==> src/rtl/mem_bus_arbiter_pkg.sv <==
// Shared types for the instruction/data bus memory arbiter: FSM state
// encoding and the encoding of which master owns the current transaction.
package mem_bus_arbiter_pkg;

  typedef enum logic [1:0] {
    IDLE = 2'd0,
    REQ  = 2'd1,
    RESP = 2'd2,
    DONE = 2'd3
  } state_e;

  typedef enum logic {
    OWN_I = 1'b0,
    OWN_D = 1'b1
  } owner_e;

endpackage

==> src/rtl/mem_bus_arbiter_if.sv <==
// Bundle of the ibus/dbus master handshakes and the single memory port.
// The slave modport is the arbiter's view; master is the environment's view.
interface mem_bus_arbiter_if #(
  parameter int ADDR_W = 32,
  parameter int DATA_W = 32,
  parameter int MASK_W = 4
);
  logic              I_ibus_req;
  logic              I_ibus_we;
  logic [ADDR_W-1:0] I_ibus_addr;
  logic [DATA_W-1:0] I_ibus_data;
  logic [MASK_W-1:0] I_ibus_mask;
  logic [DATA_W-1:0] O_ibus_data;
  logic              O_ibus_ready;

  logic              I_dbus_req;
  logic              I_dbus_we;
  logic [ADDR_W-1:0] I_dbus_addr;
  logic [DATA_W-1:0] I_dbus_data;
  logic [MASK_W-1:0] I_dbus_mask;
  logic [DATA_W-1:0] O_dbus_data;
  logic              O_dbus_ready;

  logic              O_mem_req;
  logic              O_mem_we;
  logic [ADDR_W-1:0] O_mem_addr;
  logic [DATA_W-1:0] O_mem_data;
  logic [MASK_W-1:0] O_mem_mask;
  logic              I_mem_gnt;
  logic              I_mem_rvalid;
  logic [DATA_W-1:0] I_mem_rdata;

  logic              O_busy;

  modport slave (
    input  I_ibus_req, I_ibus_we, I_ibus_addr, I_ibus_data, I_ibus_mask,
    output O_ibus_data, O_ibus_ready,
    input  I_dbus_req, I_dbus_we, I_dbus_addr, I_dbus_data, I_dbus_mask,
    output O_dbus_data, O_dbus_ready,
    output O_mem_req, O_mem_we, O_mem_addr, O_mem_data, O_mem_mask,
    input  I_mem_gnt, I_mem_rvalid, I_mem_rdata,
    output O_busy
  );

  modport master (
    output I_ibus_req, I_ibus_we, I_ibus_addr, I_ibus_data, I_ibus_mask,
    input  O_ibus_data, O_ibus_ready,
    output I_dbus_req, I_dbus_we, I_dbus_addr, I_dbus_data, I_dbus_mask,
    input  O_dbus_data, O_dbus_ready,
    input  O_mem_req, O_mem_we, O_mem_addr, O_mem_data, O_mem_mask,
    output I_mem_gnt, I_mem_rvalid, I_mem_rdata,
    input  O_busy
  );

endinterface

==> src/rtl/mem_bus_arbiter_arb_prio_starve.sv <==
// Combinational arbitration: dbus has priority, but ibus is forced through
// once it has lost STARVE_MAX consecutive contested decisions.
module arb_prio_starve
  import mem_bus_arbiter_pkg::*;
#(
  parameter int STARVE_MAX = 4,
  parameter int CNT_W      = $clog2(STARVE_MAX + 1)
) (
  input  logic             ibus_req,
  input  logic             dbus_req,
  input  logic [CNT_W-1:0] starve_cnt,
  output logic             win,
  output owner_e           owner,
  output logic [CNT_W-1:0] starve_cnt_nxt
);

  always_comb begin
    win            = ibus_req | dbus_req;
    owner          = OWN_D;
    starve_cnt_nxt = starve_cnt;
    if (ibus_req && dbus_req) begin
      if (starve_cnt == CNT_W'(STARVE_MAX)) begin
        owner          = OWN_I;
        starve_cnt_nxt = '0;
      end else begin
        owner          = OWN_D;
        starve_cnt_nxt = starve_cnt + CNT_W'(1);
      end
    end else if (ibus_req) begin
      owner          = OWN_I;
      starve_cnt_nxt = '0;
    end
  end

endmodule

==> src/rtl/mem_bus_arbiter.sv <==
// Shares one req/gnt + rvalid memory port between ibus and dbus, one
// transaction outstanding, with a DONE cycle so masters can drop or renew.
module mem_bus_arbiter
  import mem_bus_arbiter_pkg::*;
#(
  parameter int ADDR_W     = 32,
  parameter int DATA_W     = 32,
  parameter int MASK_W     = 4,
  parameter int STARVE_MAX = 4
) (
  input  logic               clk,
  input  logic               rst,
  mem_bus_arbiter_if.slave   bus
);

  localparam int CNT_W = $clog2(STARVE_MAX + 1);

  state_e            state_q, state_d;
  owner_e            owner_q, owner_d;
  logic              we_q, we_d;
  logic [ADDR_W-1:0] addr_q, addr_d;
  logic [DATA_W-1:0] wdata_q, wdata_d;
  logic [MASK_W-1:0] mask_q, mask_d;
  logic [DATA_W-1:0] ibus_rdata_q, ibus_rdata_d;
  logic [DATA_W-1:0] dbus_rdata_q, dbus_rdata_d;
  logic [CNT_W-1:0]  starve_cnt_q, starve_cnt_d;

  logic              arb_win;
  owner_e            arb_owner;
  logic [CNT_W-1:0]  arb_cnt_nxt;

  arb_prio_starve #(
    .STARVE_MAX (STARVE_MAX),
    .CNT_W      (CNT_W)
  ) u_arb (
    .ibus_req       (bus.I_ibus_req),
    .dbus_req       (bus.I_dbus_req),
    .starve_cnt     (starve_cnt_q),
    .win            (arb_win),
    .owner          (arb_owner),
    .starve_cnt_nxt (arb_cnt_nxt)
  );

  always_comb begin
    state_d      = state_q;
    owner_d      = owner_q;
    we_d         = we_q;
    addr_d       = addr_q;
    wdata_d      = wdata_q;
    mask_d       = mask_q;
    ibus_rdata_d = ibus_rdata_q;
    dbus_rdata_d = dbus_rdata_q;
    starve_cnt_d = starve_cnt_q;

    case (state_q)
      IDLE: begin
        // Master fields are sampled only here; after this the command is frozen.
        if (arb_win) begin
          owner_d      = arb_owner;
          starve_cnt_d = arb_cnt_nxt;
          state_d      = REQ;
          if (arb_owner == OWN_D) begin
            we_d    = bus.I_dbus_we;
            addr_d  = bus.I_dbus_addr;
            wdata_d = bus.I_dbus_data;
            mask_d  = bus.I_dbus_mask;
          end else begin
            we_d    = bus.I_ibus_we;
            addr_d  = bus.I_ibus_addr;
            wdata_d = bus.I_ibus_data;
            mask_d  = bus.I_ibus_mask;
          end
        end
      end
      REQ: begin
        if (bus.I_mem_gnt) begin
          if (bus.I_mem_rvalid) begin
            state_d = DONE;
            if (owner_q == OWN_D) dbus_rdata_d = bus.I_mem_rdata;
            else                  ibus_rdata_d = bus.I_mem_rdata;
          end else begin
            state_d = RESP;
          end
        end
      end
      RESP: begin
        if (bus.I_mem_rvalid) begin
          state_d = DONE;
          if (owner_q == OWN_D) dbus_rdata_d = bus.I_mem_rdata;
          else                  ibus_rdata_d = bus.I_mem_rdata;
        end
      end
      DONE:    state_d = IDLE;
      default: state_d = IDLE;
    endcase
  end

  always_ff @(posedge clk or negedge rst) begin
    if (!rst) begin
      state_q      <= IDLE;
      owner_q      <= OWN_I;
      we_q         <= 1'b0;
      addr_q       <= '0;
      wdata_q      <= '0;
      mask_q       <= '0;
      ibus_rdata_q <= '0;
      dbus_rdata_q <= '0;
      starve_cnt_q <= '0;
    end else begin
      state_q      <= state_d;
      owner_q      <= owner_d;
      we_q         <= we_d;
      addr_q       <= addr_d;
      wdata_q      <= wdata_d;
      mask_q       <= mask_d;
      ibus_rdata_q <= ibus_rdata_d;
      dbus_rdata_q <= dbus_rdata_d;
      starve_cnt_q <= starve_cnt_d;
    end
  end

  assign bus.O_mem_req    = (state_q == REQ);
  assign bus.O_mem_we     = we_q;
  assign bus.O_mem_addr   = addr_q;
  assign bus.O_mem_data   = wdata_q;
  assign bus.O_mem_mask   = mask_q;
  assign bus.O_ibus_data  = ibus_rdata_q;
  assign bus.O_dbus_data  = dbus_rdata_q;
  assign bus.O_ibus_ready = (state_q == DONE) && (owner_q == OWN_I);
  assign bus.O_dbus_ready = (state_q == DONE) && (owner_q == OWN_D);
  assign bus.O_busy       = (state_q != IDLE);

endmodule

==> src/flat_wrapper.sv <==
// flat-port wrapper written by rule: the top's interface ports become plain ports
module mem_bus_arbiter_flat import mem_bus_arbiter_pkg::*;
#(
  parameter int ADDR_W     = 32,
  parameter int DATA_W     = 32,
  parameter int MASK_W     = 4,
  parameter int STARVE_MAX = 4
)
  (clk, rst, bus_I_ibus_req, bus_I_ibus_we, bus_I_ibus_addr, bus_I_ibus_data, bus_I_ibus_mask, bus_O_ibus_data, bus_O_ibus_ready, bus_I_dbus_req, bus_I_dbus_we, bus_I_dbus_addr, bus_I_dbus_data, bus_I_dbus_mask, bus_O_dbus_data, bus_O_dbus_ready, bus_O_mem_req, bus_O_mem_we, bus_O_mem_addr, bus_O_mem_data, bus_O_mem_mask, bus_I_mem_gnt, bus_I_mem_rvalid, bus_I_mem_rdata, bus_O_busy);
  mem_bus_arbiter_if #(.ADDR_W(ADDR_W), .DATA_W(DATA_W), .MASK_W(MASK_W)) bus_i ();
  input  logic clk;
  input  logic rst;
  input wire logic [$bits(bus_i.I_ibus_req)-1:0] bus_I_ibus_req;
  input wire logic [$bits(bus_i.I_ibus_we)-1:0] bus_I_ibus_we;
  input wire logic [$bits(bus_i.I_ibus_addr)-1:0] bus_I_ibus_addr;
  input wire logic [$bits(bus_i.I_ibus_data)-1:0] bus_I_ibus_data;
  input wire logic [$bits(bus_i.I_ibus_mask)-1:0] bus_I_ibus_mask;
  output wire logic [$bits(bus_i.O_ibus_data)-1:0] bus_O_ibus_data;
  output wire logic [$bits(bus_i.O_ibus_ready)-1:0] bus_O_ibus_ready;
  input wire logic [$bits(bus_i.I_dbus_req)-1:0] bus_I_dbus_req;
  input wire logic [$bits(bus_i.I_dbus_we)-1:0] bus_I_dbus_we;
  input wire logic [$bits(bus_i.I_dbus_addr)-1:0] bus_I_dbus_addr;
  input wire logic [$bits(bus_i.I_dbus_data)-1:0] bus_I_dbus_data;
  input wire logic [$bits(bus_i.I_dbus_mask)-1:0] bus_I_dbus_mask;
  output wire logic [$bits(bus_i.O_dbus_data)-1:0] bus_O_dbus_data;
  output wire logic [$bits(bus_i.O_dbus_ready)-1:0] bus_O_dbus_ready;
  output wire logic [$bits(bus_i.O_mem_req)-1:0] bus_O_mem_req;
  output wire logic [$bits(bus_i.O_mem_we)-1:0] bus_O_mem_we;
  output wire logic [$bits(bus_i.O_mem_addr)-1:0] bus_O_mem_addr;
  output wire logic [$bits(bus_i.O_mem_data)-1:0] bus_O_mem_data;
  output wire logic [$bits(bus_i.O_mem_mask)-1:0] bus_O_mem_mask;
  input wire logic [$bits(bus_i.I_mem_gnt)-1:0] bus_I_mem_gnt;
  input wire logic [$bits(bus_i.I_mem_rvalid)-1:0] bus_I_mem_rvalid;
  input wire logic [$bits(bus_i.I_mem_rdata)-1:0] bus_I_mem_rdata;
  output wire logic [$bits(bus_i.O_busy)-1:0] bus_O_busy;
  assign bus_i.I_ibus_req = bus_I_ibus_req;
  assign bus_i.I_ibus_we = bus_I_ibus_we;
  assign bus_i.I_ibus_addr = bus_I_ibus_addr;
  assign bus_i.I_ibus_data = bus_I_ibus_data;
  assign bus_i.I_ibus_mask = bus_I_ibus_mask;
  assign bus_O_ibus_data = bus_i.O_ibus_data;
  assign bus_O_ibus_ready = bus_i.O_ibus_ready;
  assign bus_i.I_dbus_req = bus_I_dbus_req;
  assign bus_i.I_dbus_we = bus_I_dbus_we;
  assign bus_i.I_dbus_addr = bus_I_dbus_addr;
  assign bus_i.I_dbus_data = bus_I_dbus_data;
  assign bus_i.I_dbus_mask = bus_I_dbus_mask;
  assign bus_O_dbus_data = bus_i.O_dbus_data;
  assign bus_O_dbus_ready = bus_i.O_dbus_ready;
  assign bus_O_mem_req = bus_i.O_mem_req;
  assign bus_O_mem_we = bus_i.O_mem_we;
  assign bus_O_mem_addr = bus_i.O_mem_addr;
  assign bus_O_mem_data = bus_i.O_mem_data;
  assign bus_O_mem_mask = bus_i.O_mem_mask;
  assign bus_i.I_mem_gnt = bus_I_mem_gnt;
  assign bus_i.I_mem_rvalid = bus_I_mem_rvalid;
  assign bus_i.I_mem_rdata = bus_I_mem_rdata;
  assign bus_O_busy = bus_i.O_busy;
  mem_bus_arbiter #(.ADDR_W(ADDR_W), .DATA_W(DATA_W), .MASK_W(MASK_W), .STARVE_MAX(STARVE_MAX)) u_core (.clk(clk), .rst(rst), .bus(bus_i));
endmodule
==> config.mk <==
export PLATFORM = sky130hd
export DESIGN_NAME = mem_bus_arbiter_flat
export DESIGN_NICKNAME = d
export VERILOG_FILES = /design/src/rtl/mem_bus_arbiter_pkg.sv /design/src/rtl/mem_bus_arbiter_if.sv /design/src/rtl/mem_bus_arbiter_arb_prio_starve.sv /design/src/rtl/mem_bus_arbiter.sv /design/src/flat_wrapper.sv
export SDC_FILE = /design/constraint.sdc
export NUM_CORES = 1
export LEC_CHECK = 0
export BUFFER_PORTS_ARGS = -buffer_cell sky130_fd_sc_hd__buf_4
export CORE_UTILIZATION = 31
export CTS_CLUSTER_SIZE = 25
export DETAILED_ROUTE_END_ITERATION = 6
export PLACE_DENSITY = 0.59
export SETUP_SLACK_MARGIN = 0.4
export SYNTH_ARGS = -nofsm -noshare
export SYNTH_HDL_FRONTEND = slang
export SYNTH_SLANG_ARGS = --single-unit
==> constraint.sdc <==
create_clock -name clk -period 1.71 [get_ports clk]
set_clock_uncertainty 0.1 [all_clocks]
set_input_delay 0.0855 -clock clk [delete_from_list [all_inputs] [get_ports clk]]
set_output_delay 0.0855 -clock clk [all_outputs]
set_load 0.01 [all_outputs]
==> summary.txt, run 1 <==
Place
  • I/O Buffers: 312
  • RD Place Congestion: 0.748
  • Dpl cell area: 9610 sq um
  • HPWL Detailed: 14.5 mm
  • Dpl cells: 1139

Clocking
  • Register clock-pin slew on the reported worst setup and hold paths: 0.07 ns
  • CTS tree: yes
  • Clock sink count: 139
  • Clock Path Buffers: 2
  • H-tree Lvls: 4
  • Later-pin clock latency in the skew report: 0.43 ns
  • Clock root cell: clkbuf_16
  • Num CTS Buffers: 17

Timing
  • Setup violators final: 134
  • Slew HR: 0.551
  • Final critical-path share of the clock period: 1.09
  • Setup ws final: -0.147 ns
  • RSZ-0062 raised after global routing: true
  • Minimum clock period: 1.86 ns
  • Highest Clock Rate: 0.539 GHz
  • Fin. Hold Viols: 0
  • Fin. max-slew vios: 0
  • Hold slack: 0.0643 ns
  • Worst slew pin tran: 0.673 ns

Synth
  • #FFs+latches synth: 139
  • Post-synthesis sequential area ratio: 0.527
  • Synth top area cells: dfrtp_1 53%, o211ai_2 13%, mux2_2 11%
  • Mapped Cells: 577
  • Syn Std Cell Area: 6600 sq um
  • Top-area cell type share of the netlist area: 0.527
  • Synth cell types: 28
  • Synthesized net count: 761
  • Largest area contributor in the netlist: dfrtp_1
  • Ys Warns: 0
  • Mean area per synthesized cell: 11.4 sq um

Power
  • Static Leakage: 6.52 nW
  • Power Total: 22.7 mW
  • Max VDD drop: 814 uV
  • Power Density: 1630 nW/um^2

Cells and area
  • Final non-filler cell total: 1432
  • Layout cells sized above 1: 0.544
  • N_diodes: 0
  • Post-route cell area: 13900 sq um
  • Nets: 1328
  • P&R area growth vs syn: 111%

Status
  • Run status: complete, but fails checks
  • Violated checks: setup timing

Worst setup path
  • Critical Path RT: 1.92 ns
  • Crit start category: register
  • CP max-delay cell: dfrtp_2
  • CP Class: reg -> reg
  • CP arrival: 2.07 ns
  • Worst Path Max Fanout: 8
  • CP max stage delay: 0.42 ns
  • Reg2Reg Setup Slack: -0.15 ns
  • Critical Path Sink Type: register
  • CP Cell Sequence: inv_2 > ha_4 > nand2_4 > nor3_4 > buf_6 > buf_12 > buf_16 > mux2_4

Global route
  • Largest net degree at the start of global routing: 48
  • Vias in the first global route: 7643
  • Initial antenna violation count: 0
  • Global-route wire length before repair: 44.4 mm
  • Congestion Overflow GR: 0
  • Total GRT Usage: 0.271

Routing
  • Drt via density: 4.96
  • DRT iter0 DRCs: 345
  • Wire per inst: 20.7 um
  • # DRC: 0
  • Routed Antenna Nets: 0
  • Via count: 7106
  • Pre-antenna DRT Iters: 4
  • Drt total wl: 29.6 mm

Die
  • Floorplan core area: 21000 sq um
  • Top-level I/O count: 313
  • Die Span X: 148 um
  • Die Ht: 148 um
  • Initial Utilization: 0.315
  • Rows: 53
  • Die ar.: 21900 sq um

Job
  • Max cap viols: 0

Worst hold path
  • Hold crit path type: in -> reg
[path summary, 6_finish.rpt]
| check | end | start | cells past startpoint |
|---|---|---|---|
| worst min-delay path | u_core.starve_cnt_q[2] | bus_I_dbus_req | 4 |
| worst max-delay path | u_core.bus.O_ibus_data[4] | u_core.state_q[0] | 8 |
| max in group asynchronous | u_core.bus.O_mem_addr[24] | rst | 3 |
| worst max register to register | u_core.bus.O_ibus_data[4] | u_core.state_q[0] | 8 |
| worst min register to register | u_core.bus.O_mem_addr[8] | u_core.bus.O_mem_addr[8] | 2 |
| min in group asynchronous | u_core.bus.O_mem_addr[28] | rst | 3 |
[stage by stage]
step	TNS, ns	setup WS [ns]	util
after global placement	-3.31	-0.103	0.458
final	-7.21	-0.147	0.664
after detailed placement	-5.08	-0.164	0.458
after floorplan	-3.49	-0.0770	-
after global routing	-14.33	-0.201	0.664
after CTS	-7.30	-0.129	0.652
[timing repair]
item | CTS | global route
endpoints found under the setup margin | 143 | 157
pin swaps | 122 | 38
setup buffers | 38 | 9
hold endpoints to repair | 276 | 0
resized for setup | 101 | 26
cloned | 35 | 4
hold buffers | 175 | 0
[layer usage]
metal	track usage	vias to the layer above	part of all wire
li1	-	3241	-
met1	0.345	3504	0.42
met2	0.448	310	0.49
met3	0.0509	51	0.060
met4	0.120	0	0.024
met5	0	-	0
[critical path: cells and delay by family (launching register included)]
kind	cells	cell delay [ns]
and+or+nand+nor	2	0.18
DFF	1	0.42
buffers and inverters	4	0.45
adders and majority gates	1	0.28
muxes	1	0.30
[synth_stat cells]
master / n
nand2_1: 144
dfrtp_1: 139
nand4_1: 70
o211ai_2: 69
mux2_2: 63
clkbuf_1: 33
buf_2: 9
buf_6: 8
ha_1: 8
inv_1: 5
nor2_1: 3
nor2b_1: 3
o21ai_0: 3
a211oi_1: 2
and2_1: 2
buf_1: 2
mux2_1: 2
o21ai_1: 2
a2111oi_0: 1
a21bo_1: 1
a21o_1: 1
a2bb2oi_1: 1
buf_4: 1
mux2i_1: 1
nor3_1: 1
nor3_2: 1
nor3b_1: 1
o21a_1: 1
[power breakdown]
part | leakage (nW) | internal [mW] | switching [mW] | total (mW)
combinational | 4.54 | 7.49 | 5.40 | 12.9
sequential | 1.69 | 4.95 | 1.04 | 5.99
clock | 0.289 | 2.09 | 1.72 | 3.81
[flip-flops by register name (all words and copies together), names as in the netlist]
name                    count
u_core.bus.O_mem_addr      32
u_core.bus.O_mem_we         1
u_core.starve_cnt_q         3
u_core.bus.O_ibus_data     32
u_core.state_q              2
u_core.owner_q              1
u_core.bus.O_mem_data      32
u_core.bus.O_mem_mask       4
u_core.bus.O_dbus_data     32
[cell families after synthesis]
logic type / Yosys count / synth area share
compound gates: 81 / 0.143
simple gates: 225 / 0.158
buf+inv: 58 / 0.0443
flops: 139 / 0.527
fa+ha+maj: 8 / 0.0152
mux: 66 / 0.112
[layout make-up]
class                      count  area, sq um
fill                        1509         7040
timing repair buffer         601         6210
sequential                   139         3480
clock buffer                  17          425
inverter                       5         21.3
multi-input combinational    380         3260
clock inverter                15          175
tap                          275          344
[cell usage in the layout, fill, tap and decap left out, types with 2 or more instances in the layout]
| cell | instances |
|---|---|
| and2_4 | 2 |
| o211ai_2 | 69 |
| inv_6 | 5 |
| o21ai_1 | 2 |
| mux2_4 | 47 |
| nand4_1 | 70 |
| inv_1 | 2 |
| mux2_2 | 17 |
| buf_4 | 336 |
| o21ai_2 | 2 |
| nor3_4 | 2 |
| clkbuf_16 | 20 |
| clkinv_8 | 2 |
| inv_8 | 4 |
| ha_4 | 4 |
| dfrtp_1 | 138 |
| ha_1 | 3 |
| nand2_4 | 8 |
| bufbuf_16 | 2 |
| nand2_1 | 130 |
| buf_8 | 2 |
| buf_6 | 18 |
| dlygate4sd3_1 | 174 |
| inv_2 | 2 |
| buf_16 | 35 |
| buf_12 | 30 |
| clkinvlp_4 | 2 |
| nor2_1 | 2 |
| nand2_2 | 5 |
Note: power is estimated with default switching activity, not from simulation.
==> run 2: changes to the inputs <==
Settings changed: CELL_PAD_IN_SITES_DETAIL_PLACEMENT set to 0, CELL_PAD_IN_SITES_GLOBAL_PLACEMENT set to 1, PLACE_DENSITY 0.59 to 0.76.
==> summary.txt, run 2 (same netlist as run 1, synthesis figures left out) <==
Status
  • Run status: complete, but fails checks (unchanged)
  • Violated checks: setup timing (unchanged)

Power
  • Clk pwr share: 0.153 (was 0.168)
  • Max VDD drop: 984 uV (was 814 uV)
  • Power Density: 1720 nW/um^2 (was 1630 nW/um^2)
  • Sw power: 9.11 mW (was 8.16 mW)
  • Design internal power: 15.7 mW (was 14.5 mW)
  • Comb power frac: 0.590 (was 0.568)
  • Power Total: 24.8 mW (was 22.7 mW)
  • Seq pwr share: 0.257 (was 0.264)
  • Switching Share: 0.367 (was 0.360)
  • Static Leakage: 6.81 nW (was 6.52 nW)

Routing
  • # DRC: 0 (unchanged)
  • Wire per inst: 20.9 um (was 20.7 um)
  • Via count: 7233 (was 7106)
  • Drt via density: 5.05 (was 4.96)
  • Pre-antenna DRT Iters: 4 (unchanged)
  • DRT iter0 DRCs: 300 (was 345)
  • Routed Antenna Nets: 0 (unchanged)
  • Drt total wl: 29.9 mm (was 29.6 mm)

Timing
  • Fin Setup TNS: -6.80 ns (was -7.21 ns)
  • Fin. Hold Viols: 0 (unchanged)
  • Hold slack: 0.0114 ns (was 0.0643 ns)
  • Setup violators final: 110 (was 134)
  • Fin. max-slew vios: 0 (unchanged)
  • Highest Clock Rate: 0.551 GHz (was 0.539 GHz)
  • Final critical-path share of the clock period: 1.06 (was 1.09)
  • Minimum clock period: 1.81 ns (was 1.86 ns)
  • RSZ-0062 raised after global routing: true (unchanged)
  • Slew HR: 0.664 (was 0.551)
  • Setup ws final: -0.104 ns (was -0.147 ns)
  • Worst slew pin tran: 0.504 ns (was 0.673 ns)

Worst setup path
  • CP max-delay cell: dfrtp_2 (unchanged)
  • Worst path bufs/invs: 2 (was 4)
  • CP max stage delay: 0.44 ns (was 0.42 ns)
  • Worst R2R End: u_core.bus.O_ibus_data[30] (was u_core.bus.O_ibus_data[4])
  • CP arrival: 2.02 ns (was 2.07 ns)
  • CP Class: reg -> reg (unchanged)
  • CP Cell Sequence: ha_4 > nor2b_4 > nor3_4 > buf_6 > clkbuf_16 > mux2_4 (was inv_2 > ha_4 > nand2_4 > nor3_4 > buf_6 > buf_12 > buf_16 > mux2_4)
  • R2R depth: 6 (was 8)
  • Reg2Reg Setup Slack: -0.10 ns (was -0.15 ns)
  • Crit start category: register (unchanged)
  • RR Startpoint: u_core.state_q[0] (unchanged)
  • Critical Path Sink Type: register (unchanged)
  • Cell family with most CP delay: flip-flops (was buffers and inverters)
  • Worst Path Max Fanout: 8 (unchanged)
  • Critical Path RT: 1.92 ns (about the same)

Cells and area
  • Most common cell after layout, fill and taps aside: buf_4 (unchanged)
  • Nets: 1328 (unchanged)
  • Layout cells sized above 1: 0.609 (was 0.544)
  • P&R area growth vs syn: 119% (was 111%)
  • Commonest cells after routing, fill and taps aside: 332 x buf_4, 175 x dlygate4sd3_1, 138 x dfrtp_1 (was 336 x buf_4, 174 x dlygate4sd3_1, 138 x dfrtp_1)
  • Final non-filler cell total: 1433 (was 1432)
  • Fill cells: 1427 (was 1509)

Worst hold path
  • WHS Endpoint: u_core.bus.O_mem_addr[8] (was u_core.starve_cnt_q[2])
  • Hold Crit Depth: 3 (was 4)
  • Hold crit path type: in -> reg (unchanged)
  • HP Start: bus_I_ibus_req (was bus_I_dbus_req)

Clocking
  • Register clock-pin slew on the reported worst setup and hold paths: 0.07 ns (about the same)
  • CTS tree: yes (unchanged)
  • H-tree Lvls: 4 (unchanged)
  • Num CTS Buffers: 17 (unchanged)
  • Clock root cell: clkbuf_16 (unchanged)
  • Later-pin clock latency in the skew report: 0.42 ns (was 0.43 ns)
  • Clock sink count: 139 (unchanged)
  • Clock Path Buffers: 2 (unchanged)

Die
  • Floorplan core area: 21000 sq um (unchanged)
  • Die Ht: 148 um (unchanged)
  • Die ar.: 21900 sq um (unchanged)
  • Rows: 53 (unchanged)
  • Initial Utilization: 0.315 (unchanged)
  • Top-level I/O count: 313 (unchanged)
  • Die Span X: 148 um (unchanged)

Global route
  • Congestion Overflow GR: 0 (unchanged)
  • Vias in the first global route: 7722 (was 7643)
  • Global-route wire length before repair: 42.8 mm (was 44.4 mm)
  • Largest net degree at the start of global routing: 47 (was 48)
  • Met2 usage: 0.433 (was 0.448)
  • Met1 usage: 0.307 (was 0.345)
  • Initial antenna violation count: 1 (was 0)
  • Grt met3 use: 0.0605 (was 0.0509)
  • Total GRT Usage: 0.257 (was 0.271)
  • Busiest grt layer: met2 (unchanged)

Place
  • HPWL Detailed: 14.7 mm (was 14.5 mm)
  • I/O Buffers: 312 (unchanged)
  • Dpl cells: 1142 (was 1139)
  • RD Place Congestion: 0.765 (was 0.748)

Job
  • Max cap viols: 0 (unchanged)
run 2: cell types whose count changed in the layout (fill, tap and decap cells not counted), sizes merged:
cell	before	now
dlygate4sd3	174	175
clkinv	3	4
buf	421	416
clkinvlp	2	1
clkbuf	20	25
diode	0	1
dlymetal6s4s	1	0
run 2: routing by layer:
metal | up-vias | wire length (um)
li1 | 3244 | -
met1 | 3562 | 11900
met2 | 342 | 14900
met3 | 85 | 2010
met4 | 0 | 1110
met5 | - | 0
run 2: area by class of cell:
class,instances,area [sq um],area share
antenna,1,2.50,0.000173
clock buffer,17,425,0.0295
sequential,139,3480,0.241
clock inverter,15,175,0.0121
timing repair buffer,601,6180,0.428
multi-input combinational,380,3810,0.264
inverter,5,21.3,0.00147
tap,275,344,0.0238
run 2: how the worst max path moves through the flow:
stage                                 start                          to  slack (ns)  depth (start not counted)
after floorplan           u_core.state_q[0]  u_core.bus.O_ibus_data[10]       -0.08                          6
after global placement    u_core.state_q[0]  u_core.bus.O_ibus_data[23]       -0.07                          6
after detailed placement  u_core.state_q[0]  u_core.bus.O_ibus_data[27]        -0.1                          6
after CTS                 u_core.state_q[0]  u_core.bus.O_ibus_data[27]       -0.11                          6
after global routing      u_core.state_q[1]  u_core.bus.O_ibus_data[30]       -0.17                          7
final                     u_core.state_q[0]  u_core.bus.O_ibus_data[30]       -0.10                          6
run 2: power by group through the flow:
stage	Clock (mW)	Sequential, mW	Combinational (mW)
2_1_floorplan	0	6.59	4.22
3_3_place_gp	0	5.94	9.04
3_5_place_dp	0	5.93	9.18
4_1_cts	3.88	6.15	12.9
5_1_grt	4.03	6.55	15.4
6_report	3.81	6.38	14.7
run 2: stage by stage:
step,setup WS (ns),util,cell area (sq um)
global route,-0.166,0.689,14400
global placement,-0.0654,0.460,9630
CTS,-0.112,0.648,13600
finish,-0.104,0.689,14400
detailed placement,-0.0999,0.460,9630
floorplan,-0.0770,-,6900
run 2: worst register-to-register path: stages (launching register included):
cell       delay [ns]
dfrtp_2          0.44
ha_4             0.19
nor2b_4          0.14
nor3_4           0.21
buf_6            0.15
clkbuf_16        0.17
mux2_4           0.31
run 2: timing repair:
action,in CTS,in global routing
setup buffers,32,16
setup endpoints to repair,143,143
gates resized for setup,162,120
endpoints found under the hold margin,275,0
hold buffers,175,0
gates cloned,25,10
pin swaps,64,64
